[src/rtl/chunked_comparator_if.sv]
// Operand/result handshake bundle for chunked_comparator.
// master = producer/consumer side, slave = comparator side.
interface chunked_comparator_if #(
  parameter int WIDTH = 16
);
  logic             in_valid;
  logic             in_ready;
  logic [WIDTH-1:0] a;
  logic [WIDTH-1:0] b;
  logic             out_valid;
  logic             out_ready;
  logic             eq;
  logic             gt;
  logic             lt;
  logic             busy;

  modport master (
    output in_valid, a, b, out_ready,
    input  in_ready, out_valid, eq, gt, lt, busy
  );

  modport slave (
    input  in_valid, a, b, out_ready,
    output in_ready, out_valid, eq, gt, lt, busy
  );
endinterface

[src/rtl/chunked_comparator.sv]
// Multi-cycle magnitude comparator: CHUNK bits per cycle, MSB chunk first.
// Optional CHUNKED_COMPARATOR_EARLY_EXIT_EN finishes on the first differing chunk.
module chunked_comparator #(
  parameter int WIDTH  = 16,
  parameter int CHUNK  = 4,
  parameter int SIGNED = 0
) (
  input  logic                 clk,
  input  logic                 rst,
  chunked_comparator_if.slave  bus
);

  localparam int NCHUNK = WIDTH / CHUNK;
  localparam int IDX_W  = (NCHUNK > 1) ? $clog2(NCHUNK) : 1;
  localparam logic [IDX_W-1:0] LAST_IDX = IDX_W'(NCHUNK - 1);

  typedef enum logic [1:0] {
    IDLE = 2'd0,
    RUN  = 2'd1,
    DONE = 2'd2
  } state_t;

  state_t             state;
  state_t             state_nxt;

  logic [WIDTH-1:0]   a_sr;
  logic [WIDTH-1:0]   b_sr;
  logic [IDX_W-1:0]   idx;
  logic               decided;
  logic               gt_r;
  logic               lt_r;

  logic [CHUNK-1:0]   chunk_a;
  logic [CHUNK-1:0]   chunk_b;
  logic [1:0]         chunk_cmp;
  logic               chunk_gt;
  logic               chunk_lt;
  logic               chunk_differs;
  logic               accept;
  logic               handshake;
  logic               run_exit;

  // Unsigned per-chunk magnitude compare; never subtracts, so no overflow.
  function automatic logic [1:0] cmp_chunk(input logic [CHUNK-1:0] x,
                                           input logic [CHUNK-1:0] y);
    cmp_chunk = {x > y, x < y};
  endfunction

  always_comb begin
    chunk_a = a_sr[WIDTH-1 -: CHUNK];
    chunk_b = b_sr[WIDTH-1 -: CHUNK];
    // Flipping the sign bit of the top chunk maps two's complement onto unsigned order.
    if ((SIGNED != 0) && (idx == '0)) begin
      chunk_a[CHUNK-1] = ~chunk_a[CHUNK-1];
      chunk_b[CHUNK-1] = ~chunk_b[CHUNK-1];
    end
    chunk_cmp     = cmp_chunk(chunk_a, chunk_b);
    chunk_gt      = chunk_cmp[1];
    chunk_lt      = chunk_cmp[0];
    chunk_differs = chunk_gt | chunk_lt;
  end

  assign accept    = (state == IDLE) && bus.in_valid;
  assign handshake = (state == DONE) && bus.out_ready;

`ifdef CHUNKED_COMPARATOR_EARLY_EXIT_EN
  assign run_exit = (idx == LAST_IDX) || (!decided && chunk_differs);
`else
  assign run_exit = (idx == LAST_IDX);
`endif

  always_ff @(posedge clk or posedge rst) begin
    if (rst) begin
      state <= IDLE;
    end else begin
      state <= state_nxt;
    end
  end

  always_comb begin
    state_nxt = state;
    case (state)
      IDLE: if (accept)    state_nxt = RUN;
      RUN:  if (run_exit)  state_nxt = DONE;
      DONE: if (handshake) state_nxt = IDLE;
      default:             state_nxt = IDLE;
    endcase
  end

  always_ff @(posedge clk or posedge rst) begin
    if (rst) begin
      a_sr    <= '0;
      b_sr    <= '0;
      idx     <= '0;
      decided <= 1'b0;
      gt_r    <= 1'b0;
      lt_r    <= 1'b0;
    end else begin
      case (state)
        IDLE: begin
          if (accept) begin
            a_sr    <= bus.a;
            b_sr    <= bus.b;
            idx     <= '0;
            decided <= 1'b0;
            gt_r    <= 1'b0;
            lt_r    <= 1'b0;
          end
        end
        RUN: begin
          a_sr <= a_sr << CHUNK;
          b_sr <= b_sr << CHUNK;
          idx  <= idx + IDX_W'(1);
          // Only the first differing chunk decides; later chunks are ignored.
          if (!decided && chunk_differs) begin
            decided <= 1'b1;
            gt_r    <= chunk_gt;
            lt_r    <= chunk_lt;
          end
        end
        DONE: begin
          if (handshake) begin
            decided <= 1'b0;
            gt_r    <= 1'b0;
            lt_r    <= 1'b0;
          end
        end
        default: begin
          decided <= 1'b0;
        end
      endcase
    end
  end

  // Outputs decode the state directly so an async reset clears them at once.
  assign bus.in_ready  = (state == IDLE);
  assign bus.busy      = (state == RUN);
  assign bus.out_valid = (state == DONE);
  assign bus.gt        = bus.out_valid & gt_r;
  assign bus.lt        = bus.out_valid & lt_r;
  assign bus.eq        = bus.out_valid & ~gt_r & ~lt_r;

endmodule

[src/flat_wrapper.sv]
// flat-port wrapper written by rule: the top's interface ports become plain ports
module chunked_comparator_flat 
#(
  parameter int WIDTH  = 16,
  parameter int CHUNK  = 4,
  parameter int SIGNED = 0
)
  (clk, rst, bus_in_valid, bus_a, bus_b, bus_out_ready, bus_in_ready, bus_out_valid, bus_eq, bus_gt, bus_lt, bus_busy);
  chunked_comparator_if #(.WIDTH(WIDTH)) bus_i ();
  input  logic clk;
  input  logic rst;
  input wire logic [$bits(bus_i.in_valid)-1:0] bus_in_valid;
  input wire logic [$bits(bus_i.a)-1:0] bus_a;
  input wire logic [$bits(bus_i.b)-1:0] bus_b;
  input wire logic [$bits(bus_i.out_ready)-1:0] bus_out_ready;
  output wire logic [$bits(bus_i.in_ready)-1:0] bus_in_ready;
  output wire logic [$bits(bus_i.out_valid)-1:0] bus_out_valid;
  output wire logic [$bits(bus_i.eq)-1:0] bus_eq;
  output wire logic [$bits(bus_i.gt)-1:0] bus_gt;
  output wire logic [$bits(bus_i.lt)-1:0] bus_lt;
  output wire logic [$bits(bus_i.busy)-1:0] bus_busy;
  assign bus_i.in_valid = bus_in_valid;
  assign bus_i.a = bus_a;
  assign bus_i.b = bus_b;
  assign bus_i.out_ready = bus_out_ready;
  assign bus_in_ready = bus_i.in_ready;
  assign bus_out_valid = bus_i.out_valid;
  assign bus_eq = bus_i.eq;
  assign bus_gt = bus_i.gt;
  assign bus_lt = bus_i.lt;
  assign bus_busy = bus_i.busy;
  chunked_comparator #(.WIDTH(WIDTH), .CHUNK(CHUNK), .SIGNED(SIGNED)) u_core (.clk(clk), .rst(rst), .bus(bus_i));
endmodule
[config.mk]
export PLATFORM = sky130hd
export DESIGN_NAME = chunked_comparator_flat
export DESIGN_NICKNAME = d
export VERILOG_FILES = /design/src/rtl/chunked_comparator_if.sv /design/src/rtl/chunked_comparator.sv /design/src/flat_wrapper.sv
export SDC_FILE = /design/constraint.sdc
export NUM_CORES = 1
export LEC_CHECK = 0
export BUFFER_PORTS_ARGS = -buffer_cell sky130_fd_sc_hd__buf_2
export CORE_MARGIN = 10
export CORE_UTILIZATION = 49
export DETAILED_ROUTE_END_ITERATION = 6
export PLACE_DENSITY_LB_ADDON = 0.05
export SLEW_MARGIN = 10
export SYNTH_ARGS = -nofsm -noshare
export SYNTH_HDL_FRONTEND = slang
export SYNTH_SLANG_ARGS = --single-unit
[constraint.sdc]
create_clock -name clk -period 2.85 [get_ports clk]
set_clock_uncertainty 0.15 [all_clocks]
set_input_delay 0.57 -clock clk [delete_from_list [all_inputs] [get_ports clk]]
set_output_delay 0.57 -clock clk [all_outputs]
set_load 0.02 [all_outputs]
==> results.cfg <==
[status]
outcome = completed

[grt]
grt_overflow = 0
grt_pass1_wl_um = 7540
grt_max_degree = 40
grt_pass1_vias = 1659
antenna_found_initial = 0
grt_usage_pct = 12.6

[sta]
grt_setup_unrepaired = false
slew_violations = 0
tns_ns = 0
min_period_ns = 2.32
tightest_slew_ns = 0.485
hold_viol = 0
slew_headroom_pct = 67.7
fmax_ghz = 0.431
setup_viol = 0
period_share_pct = 81.4

[synth]
synth_area_um2 = 1970
yosysSeqAreaShare_pct = 49.6
syn_nets = 241
synth.avg_cell_area_um2 = 9.83
ys.flop_type = dfrtp_1
yosysTopAreaCell = dfrtp_1
ys_ff_latch = 39
synth-edff-count = 0
synth_warnings = 0
synth_most_common_cell = dfrtp_1
async_flop_share_pct = 100
synth.distinct_cells = 36
synthTopCellsByArea = dfrtp_1 50%, mux2i_1 8.1%, nand2_1 6.3%
synth_cells = 200
synth_top_area_share_pct = 49.6
synth_common_cells = 39 x dfrtp_1, 33 x nand2_1, 20 x o21ai_0

[worst_setup_path]
cp_cell_sequence = buf_4, nand2b_4, nor3_1, buf_2
rr_startpoint = u_core.state[1]
r2r_slack_ns = 0.94
crit_fanout = 13
crit_start = u_core.state[1]
worstSetupEndpointType = output port
arrival_ns = 1.60
crit_type = flip-flop to output port
rr_endpoint = u_core.gt_r
cp-endpoint = bus_eq
cp.required_ns = 2.13
worst_setup_path_start_kind = flip-flop
cpPeakStageDelay_ns = 0.61
reg2regPathDepth = 5
crit_slowest_cell = dfrtp_1

[final_layout]
layout-drive-gt1-share_pct = 24.8
layoutNonFillerInstCount = 290
stdcell_area_um2 = 2280
diodes = 0
nets = 282
areaGrowthSynthToFinish_pct = 16.0

[placement]
place_congestion = 0.770
hpwl_um = 3240
portBuffers = 41
postPlaceCellArea_um2 = 2190
dp_cells = 282

[cts]
numCtsBuffers = 5
path_clk_slew_ns = 0.08
worstSkewPairLatency_ns = 0.29
htree_levels = 2
clock-sinks = 39
root_buffer = clkbuf_8
cts_tree = built
cts_setup_buffers = 0
cts-resized-gates = 0
cts_hold_buf = 0
clock_path_buffers = 2

[detailed_routing]
drt_iter0_markers = 99
avgViaCountPerCell = 5.46
vias = 1583
wl_per_cell_um = 14.9
dr.pass1.iters = 4
drc = 0
drtAntennaViolNets = 0
wirelength_um = 4320

[power]
ir_worst_vdd_mv = 0.528
seqPwrFrac_pct = 40.5
internal_power_mw = 1.41
p_leak_nw = 1.09
power.share.switching_pct = 41.0
power.density_nw_per_um2 = 1050
p_clk_share_pct = 15.3
switchingPower_uw = 982
combinationalPowerShare_pct = 44.2

[flow_run]
maxCapViolCount = 0

[die]
start_util_pct = 52.2
ioPinCount = 42
die_x_um = 83.4
die_area_um2 = 6950
fp.dieH_um = 83.4
num_rows = 22
core_region_area_um2 = 3770

[min_path]
hp-class = input pin to async pin
[cell families (layout without fill, tap and decap cells)]
kind of cell | Yosys count | count (layout) | synth area share (%)
compound gates | 67 | 67 | 21.1
simple gates | 51 | 51 | 12.0
flops | 39 | 39 | 49.6
buf+inv | 22 | 64 | 5.98
mux | 16 | 16 | 8.14
fa+ha+maj | 5 | 5 | 3.18
[placed cells by master (no fill, tap or decap), drive strengths merged, types with 2 or more instances in the layout]
| cell | count |
|---|---|
| and2 | 2 |
| inv | 10 |
| a22oi | 14 |
| clkbuf | 5 |
| clkinvlp | 2 |
| ha | 5 |
| o21ai | 34 |
| mux2i | 16 |
| nand2 | 33 |
| a21oi | 9 |
| nor2 | 6 |
| nand2b | 2 |
| nor3b | 4 |
| dfrtp | 39 |
| buf | 46 |
[metrics by stage]
stage / hold WS [ns] / setup slack, ns / util, % / power, mW
after floorplan: 0.299 / 1.03 / - / 1.83
after global routing: 0.271 / 0.440 / 60.5 / 2.62
after CTS: 0.250 / 0.534 / 60.5 / 2.43
after global placement: 0.314 / 0.900 / 58.1 / 2.00
final: 0.235 / 0.530 / 60.5 / 2.40
after detailed placement: 0.324 / 0.857 / 58.1 / 2.05
[flip-flops by register name, indices dropped and copies added, names as in the netlist]
signal          flops
u_core.lt_r         1
u_core.idx          2
u_core.decided      1
u_core.a_sr        16
u_core.gt_r         1
u_core.b_sr        16
u_core.state        2
[metal layers]
layer / vias up / track usage, % / part of all wire [%]
li1: 789 / - / -
met1: 742 / 14.8 / 44
met2: 45 / 20.3 / 48
met3: 7 / 4.30 / 6.5
met4: 0 / 5.23 / 1.5
met5: - / 0 / 0
[power groups by stage]
| stage | sequential (mW) | combinational (mW) | clock [mW] |
|---|---|---|---|
| after global routing | 1.00 | 1.22 | 0.399 |
| after detailed placement | 0.981 | 1.07 | 0 |
| after CTS | 0.969 | 1.08 | 0.379 |
| final | 0.971 | 1.06 | 0.365 |
| after floorplan | 0.912 | 0.918 | 0 |
| after global placement | 0.967 | 1.03 | 0 |
[final cells by class]
class	count	area, um2
fillers	338	1490
multi-input cells	139	873
well taps	48	60.1
flip-flops and latches	39	976
inverters	10	40.0
clock inverters	3	20.0
repair buffers	46	243
clock buffers	5	68.8
[worst min path at each step]
stage / depth (start not counted) / slack [ns] / endpoint
floorplan: 2 / 0.30 / u_core.b_sr[11]
detailed placement: 2 / 0.32 / u_core.b_sr[9]
global placement: 2 / 0.31 / u_core.b_sr[15]
CTS: 3 / 0.25 / u_core.a_sr[11]
global route: 3 / 0.27 / u_core.a_sr[11]
finish: 3 / 0.24 / u_core.a_sr[11]
[worst max-delay path, delay by kind of cell, from the launching register on]
kind                   cells  cell delay [ns]
buffers and inverters      2             0.48
and+or+nand+nor            2             0.23
DFF                        1             0.61
(Power assumes the default switching activity.)
